File: config.mk
export PLATFORM = sky130hd
export DESIGN_NAME = charge_bay_scheduler
export DESIGN_NICKNAME = d
export VERILOG_FILES = /design/src/rtl/charge_pkg.sv /design/src/rtl/rr_arbiter.sv /design/src/rtl/charge_bay_scheduler.sv
export SDC_FILE = /design/constraint.sdc
export NUM_CORES = 1
export LEC_CHECK = 0
export CAP_MARGIN = 10
export CORE_MARGIN = 3
export CORE_UTILIZATION = 40
export CTS_BUF_LIST = sky130_fd_sc_hd__clkbuf_4
export CTS_CLUSTER_SIZE = 30
export DETAILED_ROUTE_END_ITERATION = 10
export DONT_BUFFER_PORTS = 1
export PLACE_DENSITY = 0.52
export SLEW_MARGIN = 20
export SYNTH_ARGS = -nofsm -noshare
export SYNTH_HDL_FRONTEND = slang
export SYNTH_HIERARCHICAL = 1
export SYNTH_SLANG_ARGS = --single-unit
File: constraint.sdc
create_clock -name Clk -period 6 [get_ports Clk]
set_input_delay 1.2 -clock Clk [delete_from_list [all_inputs] [get_ports Clk]]
set_output_delay 1.2 -clock Clk [all_outputs]
set_load 0.01 [all_outputs]
File: src/rtl/charge_pkg.sv
// Shared types and constants for the charge-bay scheduler.
package charge_pkg;

  localparam logic [3:0] MODE_STD  = 4'b0001;
  localparam logic [3:0] MODE_FAST = 4'b0101;

  typedef enum logic [1:0] {
    IDLE   = 2'd0,
    CHARGE = 2'd1,
    DONE   = 2'd2
  } state_t;

  function automatic logic mode_valid(input logic [3:0] mode);
    return (mode == MODE_STD) || (mode == MODE_FAST);
  endfunction

endpackage

File: src/rtl/rr_arbiter.sv
// Combinational round-robin pick: first eligible bay at or after rrPtr, with wrap-around.
module rr_arbiter #(
  parameter int unsigned NUM_BAYS = 4,
  parameter int unsigned IDX_W    = (NUM_BAYS > 1) ? $clog2(NUM_BAYS) : 1
) (
  input  logic [NUM_BAYS-1:0] eligible,
  input  logic [IDX_W-1:0]    rrPtr,
  output logic [NUM_BAYS-1:0] grantOneHot,
  output logic [IDX_W-1:0]    grantIdx
);

  always_comb begin
    int unsigned bay;
    logic        found;
    grantOneHot = '0;
    grantIdx    = '0;
    found       = 1'b0;
    bay         = 0;
    for (int unsigned k = 0; k < NUM_BAYS; k++) begin
      bay = (32'(rrPtr) + k) % NUM_BAYS;
      if (!found && eligible[IDX_W'(bay)]) begin
        found                     = 1'b1;
        grantOneHot[IDX_W'(bay)]  = 1'b1;
        grantIdx                  = IDX_W'(bay);
      end
    end
  end

endmodule

File: src/rtl/charge_bay_scheduler.sv
// Shares one down-counting charge timer among NUM_BAYS bays using round-robin arbitration.
module charge_bay_scheduler #(
  parameter int unsigned NUM_BAYS = 4,
  parameter int unsigned TIME_W   = 12
) (
  input  logic                       Clk,
  input  logic                       nReset,
  input  logic                       Tick,
  input  logic [NUM_BAYS-1:0]        Request,
  input  logic [4*NUM_BAYS-1:0]      Mode,
  input  logic [TIME_W*NUM_BAYS-1:0] ChargeTime,
  output logic [NUM_BAYS-1:0]        Grant,
  output logic                       CounterEnable,
  output logic [TIME_W-1:0]          PresentTime,
  output logic                       Done,
  output logic [2:0]                 DoneBay,
  output logic                       Aborted
);
  import charge_pkg::*;

  localparam int unsigned IDX_W = (NUM_BAYS > 1) ? $clog2(NUM_BAYS) : 1;

  logic [3:0]          bayMode [NUM_BAYS];
  logic [TIME_W-1:0]   bayTime [NUM_BAYS];
  logic [NUM_BAYS-1:0] eligible;
  logic [NUM_BAYS-1:0] arbGrant;
  logic [IDX_W-1:0]    arbIdx;

  state_t              state;
  logic [IDX_W-1:0]    rrPtr;
  logic [IDX_W-1:0]    grantIdx;
  logic                fastMode;
  logic [TIME_W-1:0]   tickTime;

  // Unpack per-bay fields and qualify requests by mode.
  always_comb begin
    for (int i = 0; i < int'(NUM_BAYS); i++) begin
      bayMode[i]  = Mode[4*i +: 4];
      bayTime[i]  = ChargeTime[TIME_W*i +: TIME_W];
      eligible[i] = Request[i] && mode_valid(bayMode[i]);
    end
  end

  rr_arbiter #(
    .NUM_BAYS (NUM_BAYS),
    .IDX_W    (IDX_W)
  ) u_arbiter (
    .eligible    (eligible),
    .rrPtr       (rrPtr),
    .grantOneHot (arbGrant),
    .grantIdx    (arbIdx)
  );

  // Fast mode saturates at zero instead of wrapping.
  always_comb begin
    if (fastMode) begin
      tickTime = (PresentTime > TIME_W'(2)) ? PresentTime - TIME_W'(2) : '0;
    end else begin
      tickTime = PresentTime - TIME_W'(1);
    end
  end

  always_ff @(posedge Clk) begin
    if (!nReset) begin
      state         <= IDLE;
      Grant         <= '0;
      CounterEnable <= 1'b0;
      PresentTime   <= '0;
      Done          <= 1'b0;
      DoneBay       <= '0;
      Aborted       <= 1'b0;
      rrPtr         <= '0;
      grantIdx      <= '0;
      fastMode      <= 1'b0;
    end else begin
      Done <= 1'b0;
      case (state)
        IDLE: begin
          if (|eligible) begin
            grantIdx    <= arbIdx;
            fastMode    <= (bayMode[arbIdx] == MODE_FAST);
            PresentTime <= bayTime[arbIdx];
            if (bayTime[arbIdx] == '0) begin
              state   <= DONE;
              Done    <= 1'b1;
              DoneBay <= 3'(arbIdx);
              Aborted <= 1'b0;
            end else begin
              state         <= CHARGE;
              Grant         <= arbGrant;
              CounterEnable <= 1'b1;
            end
          end
        end
        CHARGE: begin
          // Unplug wins over a coincident tick and freezes the remaining time.
          if (!Request[grantIdx]) begin
            state         <= DONE;
            Grant         <= '0;
            CounterEnable <= 1'b0;
            Done          <= 1'b1;
            DoneBay       <= 3'(grantIdx);
            Aborted       <= 1'b1;
          end else if (Tick) begin
            PresentTime <= tickTime;
            if (tickTime == '0) begin
              state         <= DONE;
              Grant         <= '0;
              CounterEnable <= 1'b0;
              Done          <= 1'b1;
              DoneBay       <= 3'(grantIdx);
              Aborted       <= 1'b0;
            end
          end
        end
        DONE: begin
          rrPtr <= (grantIdx == IDX_W'(NUM_BAYS - 1)) ? '0 : grantIdx + 1'b1;
          state <= IDLE;
        end
        default: state <= IDLE;
      endcase
    end
  end

endmodule

==> reports/results.tsv <==
stage	metric	value	unit
status	status	finished clean	
routing	Pre-antenna DRT Iters	4	
logic_synthesis	Cell Area, Synth	2640	um^2
job	Max Cap Viol	0	
timing	Slew HR	34.7	%
clock_tree	Root Buffer	clkbuf_4	
global_route	GRT overflow	0	
cells_and_area	layout cell share with drive strength beyond 1	12.6	%
global_route	vias in the first global route	2303	
clock_tree	cts bufs inserted	3	
die	DIE HEIGHT	87.2	um
power	Peak VDD IR	0.169	mV
timing	Clock Skews	0.0135	ns
routing	vias per cell	6.46	
routing	# DRC	0	
setup_path	CP max FO	13	
setup_path	Critical Path, Cell by Cell	nor4bb_1 > mux4_2 > nor2_1 > o31ai_4 > mux4_2 > nor4_1 > and3_1 > o21a_1 > nor2_1 > a31oi_1 > o21ai_0	
placement	GP Congestion	0.881	
logic_synthesis	post-synthesis cell type count	60	
timing	final-report hold violation count	0	
setup_path	CP Capture Type	flop	
timing	Tcrit/Tclk final	85.0	%
cells_and_area	Final #Nets	382	
cells_and_area	commonest non-fill, non-tap cell in the layout	nor2_1	
die	Die ar.	7610	um^2
setup_path	worst setup path category	in -> reg	
timing	post-layout min period	5.10	ns
setup_path	nature of the critical path startpoint	primary input	
global_route	global-route usage over all layers	20.6	%
clock_tree	Post-CTS Repair Setup Buffers	0	
logic_synthesis	Synth Net Count	394	
clock_tree	clock buffer depth	2	
routing	routed via count	2429	
setup_path	WP buf/inv	0	
cells_and_area	Antenna diodes	0	
logic_synthesis	Yosys reg bits	28	
die	die width	87.2	um
setup_path	slowest CP cell	nor4bb_1	
cells_and_area	fin cells	376	
clock_tree	CTS tree	done	
routing	initial DRC count	191	
placement	cell total after placement	372	
timing	Fmax	196	MHz
clock_tree	CTS Hold Buffers Added	0	
global_route	antenna violations before repair	0	
timing	max-slew violations	0	
clock_tree	Sink Count	28	
setup_path	Largest stage delay, worst path	0.81	ns
logic_synthesis	Mapped Cells	314	
routing	aggregate routed wire length	7850	um
timing	Final setup viols	0	
logic_synthesis	share of flip-flops with an asynchronous set or reset	0	%
setup_path	CP delay by family, top	simple AND/OR/NAND/NOR gates	
placement	DP Wirelength	6110	um
die	# rows	28	
setup_path	WP data arrival	5.33	ns
cells_and_area	Layout area overhead	3.60	%
die	Core ar.	6170	um^2
timing	Fin Hold WS	0.517	ns
setup_path	critical path data required time	6.23	ns
clock_tree	Clock transition at path regs	0.16	ns
logic_synthesis	Seq/Total Area, Yosys	21.2	%
global_route	first-pass GRT wire length	12400	um
routing	Final ANT Viol Nets	0	
routing	wire per inst	20.9	um
logic_synthesis	Post-synth EDFFs	0	
logic_synthesis	synth warn	6	
timing	actual slew at the worst max-slew pin	0.967	ns
clock_tree	depth of the CTS H-tree	1	
cells_and_area	most frequent cells in the layout	36 x nor2_1, 28 x dfxtp_1, 28 x nand2_1, 16 x mux4_2, 13 x mux2i_1	
logic_synthesis	top_reg_cell synth	dfxtp_1	
die	Starting Density	42.8	%
min_path	min-delay worst type	reg -> reg	
placement	Port Buf Inserts	0	
timing	setup_tns	0	ns
global_route	pin count of the biggest net entering global routing	32	
clock_tree	Worst-Skew Late Latency	0.34	ns
timing	RSZ-0062 raised after global routing	no	
power	Lkg Pwr	0.900	nW
power	power per cell area	252	nW/um^2
logic_synthesis	syn_area_per_cell	8.41	um^2
die	num ports	93	
clock_tree	cts repair resizes	0	
-- power by group --
| part | internal [mW] | leakage, nW | total [mW] | switching, mW |
|---|---|---|---|---|
| logic | 0.133 | 0.644 | 0.307 | 0.174 |
| registers | 0.206 | 0.228 | 0.257 | 0.0509 |
| clock network | 0.0677 | 0.0279 | 0.127 | 0.0591 |
| total | 0.406 | 0.900 | 0.690 | 0.284 |
-- cell usage after synthesis (7+ instances only) --
| library cell | number | area [um^2] |
|---|---|---|
| a21oi_1 | 11 | 55.1 |
| nor4_1 | 7 | 43.8 |
| mux4_2 | 16 | 360 |
| o21ai_0 | 11 | 55.1 |
| o21ai_1 | 7 | 35.0 |
| ha_1 | 9 | 113 |
| clkbuf_1 | 15 | 56.3 |
| nand2_1 | 28 | 105 |
| nand3_1 | 10 | 50.1 |
| nor3_1 | 7 | 35.0 |
| nor2_1 | 36 | 135 |
| mux2i_1 | 13 | 130 |
| a22oi_1 | 11 | 82.6 |
| inv_1 | 10 | 37.5 |
| dfxtp_1 | 28 | 561 |
-- cell type report --
class / instances / area, um^2
Sequential cell: 28 / 561
Fill cell: 617 / 3430
Multi-Input combinational cell: 252 / 1940
Inverter: 11 / 41.3
Clock inverter: 1 / 30.0
Clock buffer: 3 / 22.5
Timing Repair Buffer: 6 / 45.0
Tap cell: 75 / 93.8
-- tightest hold or removal path, delay by kind of cell, from the launching register on --
| family | cells | cell delay, ns |
|---|---|---|
| flip-flops | 1 | 0.37 |
| multiplexers | 1 | 0.06 |
| AND/OR/NAND/NOR | 1 | 0.07 |
-- stage by stage --
| step | instance area (um^2) | setup slack, ns | total power, mW | utilization, % |
|---|---|---|---|---|
| global placement | 2680 | 0.627 | 0.563 | 43.5 |
| detailed placement | 2680 | 0.468 | 0.563 | 43.5 |
| finish | 2740 | 0.902 | 0.690 | 44.4 |
| global route | 2740 | 0.520 | 0.741 | 44.4 |
| floorplan | 2640 | 1.21 | 0.499 | - |
| CTS | 2740 | 0.855 | 0.691 | 44.4 |
-- logic make-up (layout without fill, tap and decap cells) --
logic type      Yosys count  count (layout)  synth area share (%)
simple gates            125             125                  25.8
compound gates           82              82                  21.4
buf+inv                  34              21                  5.73
mux                      32              32                  20.4
flops                    28              28                  21.2
fa+ha+maj                 9               9                  4.27
xor+xnor                  3               3                 0.995
other cells               1               1                 0.142
-- worst paths after layout --
check	startpoint	to	slack [ns]	cells after the start
min reg2reg	DoneBay[1]$_SDFFE_PN0P_	DoneBay[1]$_SDFFE_PN0P_	0.52	2
max	Request[2]	CounterEnable$_SDFFE_PN0P_	0.90	11
min	DoneBay[1]$_SDFFE_PN0P_	DoneBay[1]$_SDFFE_PN0P_	0.52	2
max reg2reg	rrPtr[0]$_SDFFE_PN0N_	CounterEnable$_SDFFE_PN0P_	1.36	12
-- metal layers --
metal  share of wire (%)  track usage (%)  up-vias
li1                    -                -     1187
met1                  47             30.5     1127
met2                  45             32.2      111
met3                 7.6             3.41        4
met4                0.54             2.51        0
met5                   0                0        -
-- flip-flops by register name, indices dropped and copies added, names as in the netlist --
signal         cells
state              2
Grant              4
rrPtr              2
Done               1
DoneBay            2
PresentTime       12
fastMode           1
grantIdx           2
Aborted            1
CounterEnable      1
Note: power is estimated with default switching activity, not from simulation.
